[src/rtl/sumator_secvential_16bit.sv]
// Slice-serial adder: one 4-bit carry-lookahead slice reused per cycle.
// LSB slice first; result, carry, overflow and group P/G held in DONE.
module sumator_secvential_16bit #(
  parameter int NSLICE = 4
) (
  input  logic                  clk,
  input  logic                  rst,
  input  logic                  in_valid,
  output logic                  in_ready,
  input  logic [4*NSLICE-1:0]   a,
  input  logic [4*NSLICE-1:0]   b,
  input  logic                  cin,
  output logic                  out_valid,
  input  logic                  out_ready,
  output logic [4*NSLICE-1:0]   sum,
  output logic                  cout,
  output logic                  ovf,
  output logic                  P,
  output logic                  G
);

  localparam int W  = 4 * NSLICE;
  localparam int KW = (NSLICE > 1) ? $clog2(NSLICE) : 1;
  localparam logic [KW-1:0] KLAST = KW'(NSLICE - 1);

  typedef enum logic [1:0] {
    IDLE = 2'd0,
    RUN  = 2'd1,
    DONE = 2'd2
  } state_t;

  state_t          r_state;
  logic [W-1:0]    r_a;
  logic [W-1:0]    r_b;
  logic [KW-1:0]   r_k;
  logic            r_carry;
  logic            r_pacc;
  logic            r_gacc;
  logic [W-1:0]    r_sum;
  logic            r_cout;
  logic            r_ovf;
  logic            r_p;
  logic            r_g;

  logic [KW+1:0]   w_base;
  logic [3:0]      w_as;
  logic [3:0]      w_bs;
  logic [3:0]      w_p;
  logic [3:0]      w_g;
  logic [3:0]      w_c;
  logic            w_c4;
  logic [3:0]      w_s;
  logic            w_pg;
  logic            w_gg;
  logic            w_pacc_n;
  logic            w_gacc_n;

  assign w_base = {r_k, 2'b00};
  assign w_as   = r_a[w_base +: 4];
  assign w_bs   = r_b[w_base +: 4];

  // 4-bit carry-lookahead slice on the currently selected operand nibble
  always_comb begin
    w_p    = w_as ^ w_bs;
    w_g    = w_as & w_bs;
    w_c[0] = r_carry;
    w_c[1] = w_g[0] | (w_p[0] & r_carry);
    w_c[2] = w_g[1] | (w_p[1] & w_g[0])
           | (w_p[1] & w_p[0] & r_carry);
    w_c[3] = w_g[2] | (w_p[2] & w_g[1])
           | (w_p[2] & w_p[1] & w_g[0])
           | (w_p[2] & w_p[1] & w_p[0] & r_carry);
    w_c4   = w_g[3] | (w_p[3] & w_g[2])
           | (w_p[3] & w_p[2] & w_g[1])
           | (w_p[3] & w_p[2] & w_p[1] & w_g[0])
           | (w_p[3] & w_p[2] & w_p[1] & w_p[0] & r_carry);
    w_s    = w_p ^ w_c;
    w_pg   = &w_p;
    w_gg   = w_g[3] | (w_p[3] & w_g[2])
           | (w_p[3] & w_p[2] & w_g[1])
           | (w_p[3] & w_p[2] & w_p[1] & w_g[0]);
  end

  // group terms folded with the running accumulators (cin excluded)
  assign w_pacc_n = r_pacc & w_pg;
  assign w_gacc_n = w_gg | (w_pg & r_gacc);

  // control FSM plus operand capture and per-slice result accumulation
  always_ff @(posedge clk) begin
    if (rst) begin
      r_state <= IDLE;
      r_a     <= '0;
      r_b     <= '0;
      r_k     <= '0;
      r_carry <= 1'b0;
      r_pacc  <= 1'b1;
      r_gacc  <= 1'b0;
      r_sum   <= '0;
      r_cout  <= 1'b0;
      r_ovf   <= 1'b0;
      r_p     <= 1'b0;
      r_g     <= 1'b0;
    end else begin
      unique case (r_state)
        IDLE: begin
          if (in_valid) begin
            r_a     <= a;
            r_b     <= b;
            r_carry <= cin;
            r_k     <= '0;
            r_pacc  <= 1'b1;
            r_gacc  <= 1'b0;
            r_state <= RUN;
          end
        end
        RUN: begin
          r_sum[w_base +: 4] <= w_s;
          r_carry <= w_c4;
          r_pacc  <= w_pacc_n;
          r_gacc  <= w_gacc_n;
          r_k     <= r_k + KW'(1);
          if (r_k == KLAST) begin
            r_cout  <= w_c4;
            r_ovf   <= (r_a[W-1] == r_b[W-1])
                    && (w_s[3] != r_a[W-1]);
            r_p     <= w_pacc_n;
            r_g     <= w_gacc_n;
            r_state <= DONE;
          end
        end
        DONE: begin
          if (out_ready) r_state <= IDLE;
        end
        default: r_state <= IDLE;
      endcase
    end
  end

  assign in_ready  = (r_state == IDLE);
  assign out_valid = (r_state == DONE);
  assign sum       = r_sum;
  assign cout      = r_cout;
  assign ovf       = r_ovf;
  assign P         = r_p;
  assign G         = r_g;

endmodule
[config.mk]
export PLATFORM = sky130hd
export DESIGN_NAME = sumator_secvential_16bit
export DESIGN_NICKNAME = d
export VERILOG_FILES = /design/src/rtl/sumator_secvential_16bit.sv
export SDC_FILE = /design/constraint.sdc
export NUM_CORES = 1
export LEC_CHECK = 0
export CAP_MARGIN = 20
export CORE_UTILIZATION = 45
export DETAILED_ROUTE_END_ITERATION = 10
export GPL_ROUTABILITY_DRIVEN = 0
export PLACE_DENSITY = 0.8
export RECOVER_POWER = 100
export SLEW_MARGIN = 10
export SYNTH_ARGS = -nofsm -noshare
export SYNTH_HDL_FRONTEND = slang
export SYNTH_SLANG_ARGS = --single-unit
export TNS_END_PERCENT = 1
[constraint.sdc]
create_clock -name clk -period 3.7 [get_ports clk]
set_input_delay 0.925 -clock clk [delete_from_list [all_inputs] [get_ports clk]]
set_output_delay 0.925 -clock clk [all_outputs]
set_load 0.005 [all_outputs]
==> flow_metrics.py, run 1 <==
metrics = {
    "sta": {
        "timing.slew.headroom": 0.0556,
        "rsz0062_at_grt": "false",
        "max_freq_ghz": 0.329,
        "fin_setup_tns_ns": 0,
        "finClkSkew_ns": 0.00769,
        "fin_crit_sh": 0.821,
        "fin_crit_ns": 3.04,
        "final-hold-violation-count": 0,
        "worst_pin_slew_ns": 1.42,
        "drv_slew": 0,
        "setup_viol": 0,
    },
    "floorplan": {
        "die_area_um2": 6100,
        "die_width_um": 78.1,
        "num_rows": 27,
        "coreArea_um2": 5540,
        "die_h_um": 78.1,
        "ios": 59,
        "initial_core_util": 0.470,
    },
    "detailed_routing": {
        "drc": 0,
        "ant_nets": 0,
        "totalWireLength_mm": 5.74,
        "via_count": 2269,
        "drt-wirelength-per-cell_um": 13.5,
        "drt_iter0_markers": 135,
        "viasPerCell": 5.34,
        "first_pass_iters": 4,
    },
    "finish": {
        "nFillCells": 493,
        "finalNetCount": 396,
        "area_growth_pct": 32.4,
        "drive_gt1_frac": 0.0850,
        "n_antenna_cell": 0,
        "layout_common_cells": "76 x nand2_1, 59 x dfxtp_1, 42 x a21oi_1",
        "final_common_cell": "nand2_1",
    },
    "global_routing": {
        "grt_pass1_vias": 2186,
        "grt_use_total": 0.209,
        "grt_max_degree": 36,
        "antenna_found_initial": 0,
        "grt_overflow": 0,
        "grt_pass1_wl_mm": 9.74,
    },
    "setup_path": {
        "cp_num_buf_inv": 0,
        "cpPeakStageDelay_ns": 0.82,
        "start_kind": "register",
        "crit_start": "r_k[0]",
        "timing.rr.start": "r_k[0]",
        "critPathArrivalTime_ns": 3.29,
        "critical_path.cell_chain": "mux4_2 > ha_1 > nand3_1 > and4_1 > or4_1 > a311oi_1",
        "r2r_slack_ns": 0.66,
        "critPathKind": "register to register",
        "required_ns": 3.95,
        "ff2ff_path_depth": 6,
        "crit_fanout": 17,
        "cp_top_family": "simple AND/OR/NAND/NOR gates",
        "rr_endpoint": "ovf",
        "endpoint_kind": "register",
        "endpoint": "ovf",
        "cp.depth": 6,
        "slowest_stage": "dfxtp_1",
    },
    "synthesis": {
        "syn_inst": 293,
        "synthDistinctLibCells": 38,
        "synthFlopType": "dfxtp_1",
        "synth_top_area_frac": 0.453,
        "synthArstFlopShare": 0,
        "synth.largest_area_cell": "dfxtp_1",
        "synth_edf_count": 0,
        "syn_avg_cell_area_um2": 8.89,
        "ys_seq_area_frac": 0.453,
        "synth.area.top_cells": "dfxtp_1 45%, nand2_1 11%, a21oi_1 8.1%",
        "ys_warn_count": 0,
        "synth-seq-cells": 59,
        "syn_area_um2": 2600,
        "syn_nets": 341,
    },
    "clock_tree": {
        "postCtsSetupBuffers": 0,
        "root_buffer": "clkbuf_8",
        "cts_resized": 0,
        "clock-sinks": 59,
        "max-clock-path-buffers": 2,
        "cts_buffers": 9,
        "worstSkewPairLatency_ns": 0.34,
        "clkSlewWorstSetupHoldPaths_ns": 0.07,
        "htree_levels": 3,
        "holdBufCountCts": 0,
        "cts_tree": "yes",
    },
    "worst_hold_path": {
        "hold_path.class": "register to register",
        "holdPathStages": 2,
    },
    "job": {
        "max_cap_viol_count": 0,
    },
    "power": {
        "clockPowerShare": 0.432,
        "powerDensity_nw_per_um2": 446,
        "p_seq_frac": 0.446,
        "power_frac_comb": 0.122,
        "total_power_mw": 1.54,
        "leakage_nw": 1.35,
        "vdd_drop_max_mv": 0.258,
        "power_switching_uw": 369,
        "p_sw_frac": 0.240,
        "intPower_mw": 1.17,
    },
    "status": {
        "run_status": "finished clean",
    },
    "placed_design": {
        "hpwlAfterDp_mm": 4.14,
        "numPortBuffers": 58,
    },
}
==> logic make-up (layout without fill, tap and decap cells) <==
kind of cell             after synthesis  in the layout  synth area share
AO/OA/AOI/OAI                         68             68             0.157
XOR/XNOR                               2              2           0.00673
adder cells (fa/ha/maj)               11             11            0.0557
buffers and inverters                 22             82            0.0336
flip-flops                            59             59             0.453
multiplexers                           9              9            0.0735
AND/OR/NAND/NOR                      122            122             0.220
==> per-layer routing <==
layer  global-route usage  up-vias  routed length, um  share of wire
li1                     -     1143                  -              -
met1                0.241     1049               2490           0.43
met5                    0        -                  0              0
met3               0.0593       11                304          0.053
met2                0.364       66               2820           0.49
met4               0.0852        0                116          0.020
==> stage by stage <==
stage,instance area [um^2],std cells,util,worst slack (ns),hold slack [ns]
CTS,3460,425,0.624,0.631,0.455
floorplan,2610,293,-,0.923,0.433
global placement,3230,409,0.583,0.780,0.437
finish,3450,425,0.622,0.661,0.453
detailed placement,3230,409,0.583,0.650,0.446
global route,3450,425,0.622,0.457,0.472
==> cell type report <==
type	instances	area, um^2	area share
multi-input combinational	212	1340	0.388
sequential	59	1180	0.343
timing repair buffer	62	598	0.173
clock buffer	12	155	0.0450
tap	72	90.1	0.0261
clock inverter	4	72.6	0.0210
inverter	4	15.0	0.00435
==> worst min-delay path by stage <==
stage | startpoint | to | slack [ns]
after detailed placement | r_b[10] | r_b[10] | 0.45
after global routing | r_a[4] | r_a[4] | 0.47
final | r_a[9] | r_a[9] | 0.45
after global placement | P | P | 0.44
after floorplan | r_a[10] | r_a[10] | 0.43
after CTS | r_b[10] | r_b[10] | 0.46
==> cells in the mapped netlist, types with 3 or more instances <==
master,number
inv_1,4
or3b_1,3
nand2_1,76
clkbuf_1,16
dfxtp_1,59
nand3_1,8
a32o_1,4
a22oi_1,9
mux4_2,8
and4_1,4
a31oi_1,3
ha_1,10
nor2_1,16
a21oi_1,42
==> worst register-to-register path: stages (launching register included) <==
cell and delay (ns):
dfxtp_1 0.82, mux4_2 0.59, ha_1 0.45, nand3_1 0.17, and4_1 0.25, or4_1 0.40
a311oi_1 0.26
==> power groups by stage <==
stage | Clock (mW) | Sequential (mW) | Combinational (mW)
after CTS | 0.676 | 0.686 | 0.191
final | 0.665 | 0.685 | 0.188
after floorplan | 0 | 0.690 | 0.123
after global routing | 0.699 | 0.689 | 0.209
after detailed placement | 0 | 0.700 | 0.191
after global placement | 0 | 0.698 | 0.186
==> sequential cells by signal, indices dropped and copies added, names as in the netlist <==
name	count
r_a	16
r_b	16
sum	16
r_k	2
r_state	2
G	1
P	1
cout	1
ovf	1
r_carry	1
r_gacc	1
r_pacc	1
(Power assumes the default switching activity.)
==> run 2, diff against run 1 <==
clock period = 2.9 ns   (was 3.7 ns; I/O delays follow)
==> flow_metrics.py, run 2 (synthesis gave the netlist of run 1 again) <==
metrics = {
    "power": {
        "powerDensity_nw_per_um2": 514,
        "vdd_drop_max_mv": 0.305,
        "clockPowerShare": 0.358,
        "intPower_mw": 1.29,
        "power_switching_uw": 455,
        "p_seq_frac": 0.501,
        "p_sw_frac": 0.261,
        "power_frac_comb": 0.141,
        "leakage_nw": 1.33,
    },
    "global_routing": {
        "antenna_found_initial": 0,
        "grt_pass1_vias": 2202,
        "grt_max_degree": 37,
        "grt_pass1_wl_mm": 10.1,
        "grt_overflow": 0,
        "grt_use_total": 0.219,
    },
    "finish": {
        "layout_common_cells": "76 x nand2_1, 58 x dfxtp_1, 42 x a21oi_1",
        "drive_gt1_frac": 0.0822,
        "multiInputGateArea_um2": 1340,
        "final_common_cell": "nand2_1",
        "finalNetCount": 397,
        "nFillCells": 480,
        "n_antenna_cell": 0,
        "area_growth_pct": 30.1,
        "final-seq-area_um2": 1180,
    },
    "setup_path": {
        "critPathKind": "register to register",
        "start_kind": "register",
        "crit_fanout": 9,
        "critPathArrivalTime_ns": 2.95,
        "endpoint_kind": "register",
        "required_ns": 3.14,
    },
    "detailed_routing": {
        "drt-wirelength-per-cell_um": 14.5,
        "drc": 0,
        "viasPerCell": 5.48,
        "drt_iter0_markers": 115,
        "first_pass_iters": 5,
        "ant_nets": 0,
        "via_count": 2329,
        "totalWireLength_mm": 6.16,
    },
    "sta": {
        "timing.slew.headroom": -0.0505,
        "drv_slew": 37,
        "fin_setup_tns_ns": 0,
        "max_freq_ghz": 0.369,
        "rsz0062_at_grt": "false",
        "fin_hold_ws_ns": 0.454,
        "worst_pin_slew_ns": 1.58,
        "fin_crit_sh": 0.935,
        "finClkSkew_ns": 0.00476,
        "setup_viol": 0,
        "fin_crit_ns": 2.71,
        "final-hold-violation-count": 0,
    },
    "floorplan": {
        "coreArea_um2": 5540,
        "die_h_um": 78.1,
        "die_area_um2": 6100,
        "initial_core_util": 0.470,
        "num_rows": 27,
        "die_width_um": 78.1,
        "ios": 59,
    },
    "clock_tree": {
        "root_buffer": "clkbuf_8",
        "cts_buffers": 9,
        "cts_tree": "yes",
        "htree_levels": 3,
        "clock-sinks": 59,
        "worstSkewPairLatency_ns": 0.34,
        "holdBufCountCts": 0,
        "max-clock-path-buffers": 2,
        "clkSlewWorstSetupHoldPaths_ns": 0.06,
    },
    "status": {
        "run_status": "finished, violations left",
        "violations": "capacitance limit, slew limit",
    },
    "placed_design": {
        "hpwlAfterDp_mm": 4.48,
        "numPortBuffers": 58,
    },
    "worst_hold_path": {
        "hold_path.class": "register to register",
    },
    "job": {
        "max_cap_viol_count": 1,
    },
}
## run 2: cell types whose count changed in the layout (fill, tap and decap cells not counted), sizes merged
| cell | before | now |
|---|---|---|
| bufinv | 2 | 0 |
| clkinv | 1 | 3 |
| clkbuf | 14 | 15 |
| clkinvlp | 1 | 0 |
## run 2: per-layer routing
layer  part of all wire  track usage  vias to the layer above
met5                  0            0                        -
met4              0.019        0.102                        0
met3              0.053       0.0535                       10
met2               0.51        0.389                       68
met1               0.42        0.246                     1110
li1                   -            -                     1141
## run 2: worst paths after layout
check                           cells after the start  end   start  slack (ns)
worst max-delay path                                6  ovf  r_k[1]        0.19
worst min-delay path                                2    P       P        0.45
worst max register to register                      6  ovf  r_k[1]        0.19
worst min register to register                      2    P       P        0.45
## run 2: final cells by class
type                    count  area share
multi-input cells         212       0.394
flip-flops and latches     59       0.349
repair buffers             63       0.179
clock buffers              12      0.0428
well taps                  72      0.0266
clock inverters             3     0.00443
inverters                   4     0.00443
## run 2: power by group through the flow
stage                     registers (mW)  logic [mW]  clock network (mW)
after floorplan                    0.880       0.157                   0
after global routing               0.878       0.271               0.669
after detailed placement           0.891       0.249                   0
after global placement             0.890       0.240                   0
final                              0.874       0.246               0.624
after CTS                          0.873       0.250               0.634
## run 2: worst max-delay path, cell delays in order, from the launching register on
cell and delay [ns]:
dfxtp_1 0.53, mux4_2 0.57, ha_1 0.46, nand3_1 0.16
and4_1 0.24, or4_1 0.39, a311oi_1 0.25
## run 2: what timing repair did
| item | in CTS | in global routing |
|---|---|---|
| buffers inserted | 0 | 0 |
| setup endpoints to repair | 0 | 1 |
| gates resized for setup | 0 | 1 |
## run 2: through the flow
step,std cells,utilization,total power [mW],setup slack [ns],cell area [um^2]
global placement,410,0.584,1.13,0.322,3240
finish,425,0.612,1.74,0.188,3390
floorplan,293,-,1.04,0.123,2610
detailed placement,410,0.584,1.14,0.191,3240
CTS,425,0.613,1.76,0.172,3400
global route,425,0.612,1.82,0.0173,3390
==> run 3, diff against run 2 <==
CTS_CLUSTER_SIZE = 14   (was default)
==> results of run 3 <==
Same layout as run 2: the final DEF is identical, and so are final timing and power.
